File: config.mk
export PLATFORM = sky130hd
export DESIGN_NAME = i2c_target_regfile
export DESIGN_NICKNAME = d
export VERILOG_FILES = /design/src/rtl/i2c_target_regfile.sv
export SDC_FILE = /design/constraint.sdc
export NUM_CORES = 1
export LEC_CHECK = 0
export CAP_MARGIN = 20
export CORE_UTILIZATION = 67
export DETAILED_ROUTE_END_ITERATION = 8
export GPL_TIMING_DRIVEN = 0
export PLACE_DENSITY_LB_ADDON = 0.1
export SLEW_MARGIN = 25
export SYNTH_ARGS = -nofsm -noshare
export SYNTH_HDL_FRONTEND = slang
export SYNTH_SLANG_ARGS = --single-unit
File: constraint.sdc
create_clock -name clk_i -period 4.1 [get_ports clk_i]
set_input_delay 1.23 -clock clk_i [delete_from_list [all_inputs] [get_ports clk_i]]
set_output_delay 1.23 -clock clk_i [all_outputs]
set_load 0.02 [all_outputs]
File: src/rtl/i2c_target_regfile.sv
`timescale 1ns/1ps
// i2c_target_regfile
// I2C target with a small byte-addressable register file. SCL and SDA are
// oversampled on clk_i. The target detects START and STOP, matches a 7-bit
// address and ACKs it. A write transfer sends the register pointer first and
// then data bytes. A read transfer returns data starting at the pointer. The
// pointer auto-increments after each byte and wraps at MEM_DEPTH.
//
// Ports
//   clk_i      system clock, at least 8x the SCL frequency
//   rst_ni     asynchronous active-low reset
//   scl_i      bus SCL
//   sda_i      bus SDA
//   sda_o      open-drain SDA drive (0 pulls low, 1 releases)
//   busy_o     high from an address match until STOP or repeated START
//   wr_strb_o  one-cycle pulse per data byte stored
//   wr_idx_o   register index of the stored byte
//   wr_data_o  stored byte
module i2c_target_regfile #(
  parameter logic [6:0] SLAVE_ADDR = 7'h22,
  parameter int         MEM_DEPTH  = 16,
  parameter int         PTR_WIDTH  = $clog2(MEM_DEPTH)
) (
  input  logic                 clk_i,
  input  logic                 rst_ni,
  input  logic                 scl_i,
  input  logic                 sda_i,
  output logic                 sda_o,
  output logic                 busy_o,
  output logic                 wr_strb_o,
  output logic [PTR_WIDTH-1:0] wr_idx_o,
  output logic [7:0]           wr_data_o
);

  typedef enum logic [3:0] {
    IDLE, ADDR, ADDR_ACK, WR_PTR, WR_ACK, WR_DATA, RD_BYTE, RD_ACK, IGNORE
  } state_t;

  state_t               state_q, state_d;
  logic [3:0]           cnt_q, cnt_d;
  logic [7:0]           shreg_q, shreg_d;
  logic [PTR_WIDTH-1:0] ptr_q, ptr_d;
  logic                 sda_out_q, sda_d;
  logic                 busy_q, busy_d;
  logic                 rw_q, rw_d;
  logic                 strb_q, strb_d;
  logic [PTR_WIDTH-1:0] idx_q, idx_d;
  logic [7:0]           wdata_q, wdata_d;
  logic                 mem_we;
  logic [7:0]           mem_q [MEM_DEPTH];

  // Two synchronizer flops plus one history flop per bus line. They reset
  // high, which matches an idle bus and avoids false events.
  logic scl_meta_q, scl_q, scl_hist_q;
  logic sda_meta_q, sda_q, sda_hist_q;

  always_ff @(posedge clk_i or negedge rst_ni) begin
    if (!rst_ni) begin
      {scl_hist_q, scl_q, scl_meta_q} <= 3'b111;
      {sda_hist_q, sda_q, sda_meta_q} <= 3'b111;
    end else begin
      {scl_hist_q, scl_q, scl_meta_q} <= {scl_q, scl_meta_q, scl_i};
      {sda_hist_q, sda_q, sda_meta_q} <= {sda_q, sda_meta_q, sda_i};
    end
  end

  logic       scl_rise, scl_fall, start_det, stop_det;
  logic [7:0] byte_in, rd_byte;

  assign scl_rise  = scl_q & ~scl_hist_q;
  assign scl_fall  = ~scl_q & scl_hist_q;
  assign start_det = scl_q & sda_hist_q & ~sda_q;
  assign stop_det  = scl_q & ~sda_hist_q & sda_q;
  // The complete byte is formed on the 8th rise with the bit being sampled.
  assign byte_in   = {shreg_q[6:0], sda_q};
  assign rd_byte   = mem_q[ptr_q];

  always_comb begin
    state_d = state_q;
    cnt_d   = cnt_q;
    shreg_d = shreg_q;
    ptr_d   = ptr_q;
    sda_d   = sda_out_q;
    busy_d  = busy_q;
    rw_d    = rw_q;
    strb_d  = 1'b0;
    idx_d   = idx_q;
    wdata_d = wdata_q;
    mem_we  = 1'b0;

    if (start_det) begin
      state_d = ADDR;
      cnt_d   = 4'd0;
      sda_d   = 1'b1;
      busy_d  = 1'b0;
    end else if (stop_det) begin
      state_d = IDLE;
      cnt_d   = 4'd0;
      sda_d   = 1'b1;
      busy_d  = 1'b0;
    end else begin
      case (state_q)
        ADDR, WR_PTR, WR_DATA: begin
          if (scl_rise) begin
            shreg_d = byte_in;
            cnt_d   = cnt_q + 4'd1;
            if (cnt_q == 4'd7) begin
              cnt_d = 4'd0;
              if (state_q == ADDR) begin
                if (byte_in[7:1] == SLAVE_ADDR) begin
                  busy_d  = 1'b1;
                  rw_d    = byte_in[0];
                  state_d = ADDR_ACK;
                end else begin
                  state_d = IGNORE;
                end
              end else if (state_q == WR_PTR) begin
                ptr_d   = byte_in[PTR_WIDTH-1:0];
                state_d = WR_ACK;
              end else begin
                mem_we  = 1'b1;
                strb_d  = 1'b1;
                idx_d   = ptr_q;
                wdata_d = byte_in;
                ptr_d   = ptr_q + PTR_WIDTH'(1);
                state_d = WR_ACK;
              end
            end
          end
        end

        // The released SDA tells the two ACK phases apart. The first SCL fall
        // pulls SDA low. The next fall releases it and leaves the ACK state.
        ADDR_ACK, WR_ACK: begin
          if (scl_fall) begin
            if (sda_out_q) begin
              sda_d = 1'b0;
            end else begin
              sda_d = 1'b1;
              cnt_d = 4'd0;
              if (state_q == WR_ACK) begin
                state_d = WR_DATA;
              end else if (rw_q) begin
                state_d = RD_BYTE;
                sda_d   = rd_byte[7];
                shreg_d = {rd_byte[6:0], 1'b0};
              end else begin
                state_d = WR_PTR;
              end
            end
          end
        end

        // shreg_q holds the bits still to send, MSB first.
        RD_BYTE: begin
          if (scl_rise) begin
            cnt_d = cnt_q + 4'd1;
          end else if (scl_fall) begin
            if (cnt_q == 4'd8) begin
              sda_d   = 1'b1;
              state_d = RD_ACK;
            end else begin
              sda_d   = shreg_q[7];
              shreg_d = {shreg_q[6:0], 1'b0};
            end
          end
        end

        // A count of 9 marks that the master ACKed. On the following fall the
        // next byte is loaded from the already-advanced pointer.
        RD_ACK: begin
          if (scl_rise) begin
            ptr_d = ptr_q + PTR_WIDTH'(1);
            if (sda_q) state_d = IGNORE;
            else       cnt_d   = 4'd9;
          end else if (scl_fall && cnt_q == 4'd9) begin
            state_d = RD_BYTE;
            cnt_d   = 4'd0;
            sda_d   = rd_byte[7];
            shreg_d = {rd_byte[6:0], 1'b0};
          end
        end

        IDLE, IGNORE: begin
        end

        default: state_d = IDLE;
      endcase
    end
  end

  always_ff @(posedge clk_i or negedge rst_ni) begin
    if (!rst_ni) begin
      state_q   <= IDLE;
      cnt_q     <= 4'd0;
      shreg_q   <= 8'h00;
      ptr_q     <= '0;
      sda_out_q <= 1'b1;
      busy_q    <= 1'b0;
      rw_q      <= 1'b0;
      strb_q    <= 1'b0;
      idx_q     <= '0;
      wdata_q   <= 8'h00;
      for (int i = 0; i < MEM_DEPTH; i++) mem_q[i] <= 8'h00;
    end else begin
      state_q   <= state_d;
      cnt_q     <= cnt_d;
      shreg_q   <= shreg_d;
      ptr_q     <= ptr_d;
      sda_out_q <= sda_d;
      busy_q    <= busy_d;
      rw_q      <= rw_d;
      strb_q    <= strb_d;
      idx_q     <= idx_d;
      wdata_q   <= wdata_d;
      if (mem_we) mem_q[ptr_q] <= byte_in;
    end
  end

  assign sda_o     = sda_out_q;
  assign busy_o    = busy_q;
  assign wr_strb_o = strb_q;
  assign wr_idx_o  = idx_q;
  assign wr_data_o = wdata_q;

endmodule

### Word level (Yosys, flattened, before mapping)

Index checks and enable logic that the tools add are counted.

* add/subtract/negate cells: 2
* equal/unequal tests: 39
* bitwise operators: 15
* reductions and logical operators: 23
* magnitude comparators: 2
* multiplexer cells: 77

Operators with widths (count)
* 128-bit bitwise mux: 1
* 4-bit two-way mux: 29
* 8-bit two-way mux: 13
* 4-bit inequality test (second input constant): 10
* 8-bit binary-select mux with 4-bit select: 1
* 8-bit demux with 4-bit select: 1
* 8-bit case mux with 4 select lines: 1
* 7-bit AND reduction: 4
* 2-bit inequality test (second input constant): 13
* 1-bit two-way mux: 25
* 4-bit by 3-bit equality test with 1-bit output (second input constant): 5
* 4-bit case mux with 5 select lines: 1
* 4-bit case mux with 4 select lines: 1
* 5-bit inequality test (second input constant): 3
* 3-bit nonzero test: 5
* 13-bit AND reduction: 1
* 4-bit equality test (second input constant): 3
* 10-bit AND reduction: 1
* 4-bit by 1-bit adder with 4-bit output (second input constant): 2
* 4-bit by 2-bit equality test with 1-bit output (second input constant): 2
* 1-bit inverter: 8
* 4-bit case mux with 2 select lines: 1
* 7-bit by 6-bit equality test with 1-bit output (second input constant): 1
* 1-bit AND: 6
* other kinds (17): 20

* word-level logic and storage cells: 190
* register bits: 170
* input bits: 4

### Longest topological paths before layout

Gate-level depths: netlist of the first run.

* depth after elaboration: 11
* depth in mapped cells: 9
* mapped depth without buffers: 7

### Least setup slack after synthesis of the first run

OpenSTA, ideal clock, no wires.

* path type: reg-to-reg
* start point: reg ptr_q[0]
* end point: reg mem_q[56] (netlist name)
* cell stages (with the launch flop): 10
* data arrival time: 2.350 ns
* slack: 1.625 ns
* clock period less this slack: 2.475 ns
* buffers on the path: 4
* setup time: 0.125 ns
* data required time: 3.975 ns
* path through: dfrtp_1 buf_2 buf_2 clkbuf_1 inv_1 ha_1 and2_1 buf_4 nand2_2 mux2_2

* cells in the longest elaborated chain, start to end: 6

RTL lines
* from (decl): RTL line 42 `logic [PTR_WIDTH-1:0] ptr_q, ptr_d;`
* from (signal assigned): RTL line 209 `ptr_q <= ptr_d;`
* 4-bit inverter with 5-bit output (implied by the code) (*): RTL line 216 `if (mem_we) mem_q[ptr_q] <= byte_in;`
* 5-bit greater-or-equal comparator (implied by the code) or 5-bit by 1-bit less-than comparator with 1-bit output (tied branches): RTL line 216
* 1-bit logical AND (implied by the code): RTL line 216
* 8-bit two-way mux (implied by the code): RTL line 216
* 8-bit demux with 4-bit select (*): RTL line 216
* 128-bit bitwise mux (*): RTL line 216
* to (signal, indexed assignment): RTL line 216
* to (decl): RTL line 50 `logic [7:0] mem_q [MEM_DEPTH];`

Every way passes the cells marked *; elsewhere a longest branch is shown, timed or not.
A chain may end at the register's enable or synchronous reset.

### Worst setup path in the final report of the first run

* start point: reg ptr_q[0]
* end point: reg mem_q[105] (netlist name)

The elaborated chain is that of the path after synthesis.

==> results of run 1 <==
-- power breakdown --
group / total [mW] / internal, mW / switching (mW)
clock: 1.63 / 0.927 / 0.702
combinational: 0.628 / 0.165 / 0.463
sequential: 1.81 / 1.75 / 0.0658
-- flip-flops by register name, summed over array words and instances, names as in the netlist --
signal      flops
wr_idx_o        4
wr_strb_o       1
sda_meta_q      1
scl_q           1
cnt_q           4
sda_o           1
sda_q           1
scl_hist_q      1
mem_q         128
busy_o          1
shreg_q         8
sda_hist_q      1
scl_meta_q      1
state_q         4
rw_q            1
wr_data_o       8
ptr_q           4
-- worst min-delay path by stage --
stage / depth (start not counted) / endpoint / startpoint / slack, ns
final: 0 / scl_q / scl_meta_q / 0.36
after global routing: 0 / scl_q / scl_meta_q / 0.36
after CTS: 0 / scl_q / scl_meta_q / 0.36
after detailed placement: 0 / scl_q / scl_meta_q / 0.35
after global placement: 0 / sda_q / sda_meta_q / 0.35
after floorplan: 0 / scl_q / scl_meta_q / 0.35
-- layout make-up --
| class | count | area, um2 |
|---|---|---|
| clock inverter | 14 | 161 |
| timing repair buffer | 19 | 213 |
| buffer | 45 | 190 |
| tap | 168 | 210 |
| fill | 693 | 2710 |
| sequential | 170 | 4260 |
| multi-input combinational | 381 | 3830 |
| clock buffer | 18 | 439 |
| inverter | 12 | 45.0 |
-- synth_stat cells, types with 3 or more instances --
cell and instances:
mux2_2 136, buf_2 3, o21ai_0 17, nand3b_1 3, o32ai_1 3, nand2_2 12, nand2_1 23, nand3_4 4
clkbuf_1 34, buf_4 4, mux2i_1 6, nor2b_1 7, nand2b_1 5, ha_1 7, dfstp_2 7, dfrtp_1 163
nor4_1 3, a311oi_1 3, nand3_1 3, a31oi_1 10, o21bai_1 3, a21oi_1 12, and2_1 3, nor3_1 5
o21a_1 3, mux4_2 38, mux2_1 8, nor2_1 24, inv_1 12, buf_1 3, and3_1 3
-- stage by stage --
stage | cell area [um2] | util | setup WS (ns) | hold slack, ns
2_1_floorplan | 8320 | - | 1.63 | 0.345
3_3_place_gp | 8710 | 0.722 | -4.69 | 0.346
3_5_place_dp | 8740 | 0.725 | 0.931 | 0.348
4_1_cts | 9350 | 0.775 | 0.895 | 0.360
5_1_grt | 9350 | 0.775 | 0.670 | 0.360
6_report | 9350 | 0.775 | 0.904 | 0.358
-- routing by layer --
layer / GRT usage / routed length (um) / vias to the layer above
li1: - / - / 2331
met1: 0.476 / 8400 / 2851
met2: 0.522 / 9410 / 209
met3: 0.0786 / 1230 / 36
met4: 0.118 / 435 / 0
met5: 0 / 0 / -
-- kinds of logic (layout without fill, tap and decap cells) --
group | Yosys count | in the layout
compound gates | 74 | 74
xor+xnor | 2 | 2
simple gates | 110 | 110
fa+ha+maj | 7 | 7
mux | 188 | 188
buf+inv | 57 | 108
flops | 170 | 170
-- worst register-to-register path, stage by stage (launching register included) --
cell and delay (ns):
dfrtp_1 0.43, buf_2 0.40, buf_2 0.43, clkbuf_1 0.42
inv_1 0.23, ha_1 0.24, and2_0 0.13, buf_4 0.16
nand2_2 0.25, mux2_1 0.38
==> summary.txt, run 1 <==
GP Congestion - 0.889
Post-Place Cells - 795
Gr ovfl total - 0
Critical path buffer and inverter count - 5
Layout Nets - 657
Setup TNS - 0 ns
Starting density of the core - 0.690
Yosys cell types - 61
Diode count - 0
R2R setup slack - 0.90 ns
Via Count - 5427
Die height - 113 um
Main synth FF type - dfrtp_1
Post-Synth XOR/XNOR Area - 0.00210
CP Depth - 9
Synth Cell Area - 8320 um2
Leakage power - 4.29 nW
Post-route total power - 4.07 mW
Top post-synthesis cells by area - dfrtp_1 (49%), mux2_2 (18%), mux4_2 (10%)
Antenna Nets Post-Route - 0
Power per Cell Area - 435 nW/um2
Max-slew headroom - 0.418
CP arrival - 3.50 ns
Cell taking the most area after synthesis - dfrtp_1
Syn avg cell area - 13.7 um2
H-tree levels - 4
Required @ worst endpoint - 4.40 ns
Global-route wire length before repair - 31.6 mm
Clock Path Buffers - 2
Wirelength per Cell - 23.5 um
Period minus WS final - 3.20 ns
Status - complete, no violations
Mux cell area share after synthesis - 0.305
Crit. Startpoint - ptr_q[0]
Row count - 40
CTS sink count - 170
Commonest non-fill, non-tap cells in the layout - dfrtp_1 (163), mux2_2 (136), mux4_2 (38), clkbuf_1 (33), nor2_1 (24)
Post-synthesis compound-gate area fraction - 0.0656
CTS tree - done
Non-Filler Instances - 827
Most frequent cell on the critical path - buf_2
CP max stage delay - 0.43 ns
Number of port buffers - 18
P&R area growth vs syn - 12.4%
Vias in the first global route - 5643
# IOs - 19
Post-CTS setup buffer count - 0
Max-cap violations - 0
Synth Area in Simple Gates - 0.0765
Final Setup Violations - 0
Peak VDD IR - 335 uV
Crit path to - mem_q[105]
Initial antenna violation count - 0
Largest net degree at the start of global routing - 98
Cts hold-fix bufs - 0
Flops & latches, synth - 170
Synth top area share - 0.490
Largest family of logic cells by synthesized area - multiplexers
Synth Instances - 608
TritonRoute pass-1 iters - 5
Worst skew pair latency - 0.43 ns
CP startpoint kind - flop
Core box area - 12100 um2
CP Cell Sequence - buf_2 -> buf_2 -> clkbuf_1 -> inv_1 -> ha_1 -> and2_0 -> buf_4 -> nand2_2 -> mux2_1
Clk_skew - 0.00772 ns
Layout cells sized above 1 - 0.373
Iter 0 DRT Violations - 599
Fraction of registers with async set/reset - 1.00
CP top delay family - buffers and inverters
Hpwl dp - 13.5 mm
DIE AREA - 12900 um2
Worst path slowest cell - dfrtp_1
Critical R2R Launch - ptr_q[0]
Final Hold Viols - 0
Global-route usage over all layers - 0.337
Fmax - 0.313 GHz
CTS resizes - 0
Final Slew Violations - 0
Root buf cell - clkbuf_16
Num CTS Buffers - 17
Crit Path Category - reg2reg
Final wirelength - 19.5 mm
Tcrit/Tclk final - 0.780
EDFF count, synth - 0
DRC - 0
Most common cell after layout, fill and taps aside - dfrtp_1
Synth Area in Adders - 0.0105
Routed vias/inst - 6.56
Hold/Removal Path Class - reg2reg
Clock-pin slew on the worst setup and hold paths - 0.07 ns
Critical Path End Type - flop
CP Max Fanout - 10
Syn nets - 619
Worst-Margin Slew - 0.873 ns
Post-synthesis sequential area ratio - 0.512
Yosys Warn Count - 0
R2R cell count - 9
RSZ-0062 raised after global routing - false
Die X - 113 um
Reg-to-reg endpoint - mem_q[105]
(Power assumes the default switching activity.)
==> run 2, diff against run 1 <==
--- a/config.mk
+++ b/config.mk
@@ -6,7 +6,7 @@
 export NUM_CORES = 1
 export LEC_CHECK = 0
 export CAP_MARGIN = 20
-export CORE_UTILIZATION = 67
+export CORE_UTILIZATION = 56
 export DETAILED_ROUTE_END_ITERATION = 8
 export GPL_TIMING_DRIVEN = 0
 export PLACE_DENSITY_LB_ADDON = 0.1
==> constraint.sdc (replaced) <==
create_clock -name clk_i -period 2.9 [get_ports clk_i]
set_input_delay 0.87 -clock clk_i [delete_from_list [all_inputs] [get_ports clk_i]]
set_output_delay 0.87 -clock clk_i [all_outputs]
set_load 0.02 [all_outputs]
==> run 2 against run 1 <==
  * Final area barely moved
  * Sequential power increased by 41%
  * Cell count grew 1.7%
  * Via count is 2.5% lower
  * Count of clock-buffer cells in the layout increased by 1
  * Critical path depth fell by 2
  * Sequential cell count stayed put
  * Register-to-register slack worse by 0.68 ns
  * Critical path type unchanged
  * Critical endpoint unchanged
  * Largest cell class unchanged
  * Largest power group unchanged
==> summary.txt, run 2 (synthesis gave the netlist of run 1 again) <==
Number of port buffers - 18
CTS tree - done
Global-route usage over all layers - 0.282
CP Max Fanout - 8
R2R setup slack - 0.22 ns
Core Util, Final - 0.643
Commonest non-fill, non-tap cells in the layout - dfrtp_1 (163), mux2_2 (136), mux4_2 (38), clkbuf_1 (33), nor2_1 (24)
Largest net degree at the start of global routing - 87
Required @ worst endpoint - 3.21 ns
Layout Nets - 656
Worst skew pair latency - 0.43 ns
Placed instance area - 8770 um2
Hpwl dp - 13.7 mm
Routed vias/inst - 6.29
Num CTS Buffers - 17
Final Cell Area - 9350 um2
GP Congestion - 0.903
Clock-pin slew on the worst setup and hold paths - 0.06 ns
CTS sink count - 170
Power per Cell Area - 609 nW/um2
Global-route wire length before repair - 31.0 mm
Clock Path Buffers - 2
Worst-Margin Slew - 1.02 ns
CP startpoint kind - flop
Max-slew headroom - 0.312
Top reg by flops - mem_q
DIE AREA - 15400 um2
P&R area growth vs syn - 12.4%
Most common cell after layout, fill and taps aside - dfrtp_1
Setup TNS - 0 ns
Status - complete, no violations
Final Slew Violations - 0
Worst Hold Depth - 0
Worst hold margin - 0.363 ns
RSZ-0062 raised after global routing - false
Cts hold-fix bufs - 0
Critical Path End Type - flop
Peak VDD IR - 461 uV
Post-route total power - 5.69 mW
Antenna Nets Post-Route - 0
Starting density of the core - 0.573
H-tree levels - 4
Layout cells sized above 1 - 0.370
Critical R2R Launch - state_q[3]
# IOs - 19
Hold Startpoint - scl_meta_q
Vias in the first global route - 5556
Row count - 44
DRC - 0
Tcrit/Tclk final - 0.924
Final Hold Viols - 0
Die height - 124 um
Final Setup Violations - 0
Initial antenna violation count - 0
Max reg flops - 128
R2R cell count - 7
Diode count - 0
Max-cap violations - 0
Period minus WS final - 2.68 ns
Root buf cell - clkbuf_16
Die X - 124 um
Via Count - 5293
Leakage power - 4.28 nW
CP arrival - 2.99 ns
Clk_skew - 0.00638 ns
Hold/Removal Path Class - reg2reg
Reg-to-reg endpoint - mem_q[105]
Iter 0 DRT Violations - 477
Hold EP - scl_q
Core box area - 14500 um2
Crit Path Category - reg2reg
Wirelength per Cell - 23.3 um
TritonRoute pass-1 iters - 5
Fmax - 0.373 GHz
Gr ovfl total - 0
Final wirelength - 19.6 mm
[run 2: cell count changes in the layout (fill, tap and decap cells not counted), sizes merged]
cell,delta
clkinvlp,-2
[run 2: worst max-delay path by stage]
stage | from | to | slack [ns] | cells past startpoint
floorplan | ptr_q[0] | mem_q[56] | 0.43 | 9
global placement | rst_ni | wr_data_o[1] | -5.65 | 1
detailed placement | ptr_q[0] | mem_q[108] | -0.33 | 9
CTS | state_q[3] | mem_q[105] | 0.19 | 7
global route | state_q[3] | mem_q[105] | 0.10 | 7
finish | state_q[3] | mem_q[105] | 0.22 | 7
[run 2: routing by layer]
layer | vias to the layer above | wire length [um] | GRT usage
met5 | - | 0 | 0
met4 | 0 | 284 | 0.0729
met3 | 37 | 1190 | 0.0737
met2 | 144 | 9390 | 0.453
met1 | 2784 | 8700 | 0.383
li1 | 2328 | - | -
[run 2: report_power, final]
group          total [mW]  internal [mW]  switching, mW
logic               0.870          0.233          0.637
registers            2.56           2.47         0.0903
clock network        2.26           1.30          0.962
total                5.69           4.00           1.69
[run 2: layout make-up]
class	count	area [um2]
Tap cell	184	230
Clock inverter	12	140
Clock buffer	19	443
Multi-Input combinational cell	381	3820
Buffer	44	191
Timing Repair Buffer	19	213
Fill cell	1110	5180
Sequential cell	170	4260
Inverter	12	45.0
[run 2: stage by stage]
stage | std cells | setup slack [ns]
2_1_floorplan | 608 | 0.425
3_3_place_gp | 810 | -5.65
3_5_place_dp | 811 | -0.329
4_1_cts | 841 | 0.189
5_1_grt | 841 | 0.105
6_report | 841 | 0.222
[run 2: worst max-delay path: stages (launching register included)]
cell and delay (ns):
dfrtp_1 0.36, clkbuf_2 0.18, or3b_1 0.43, a2111oi_4 0.62
and2_0 0.21, buf_4 0.16, nand2_2 0.21, mux2_1 0.38
[run 2: timing repair]
action | CTS | global route
buffers inserted | 0 | 0
setup endpoints to repair | 64 | 0
resized for setup | 2 | 0
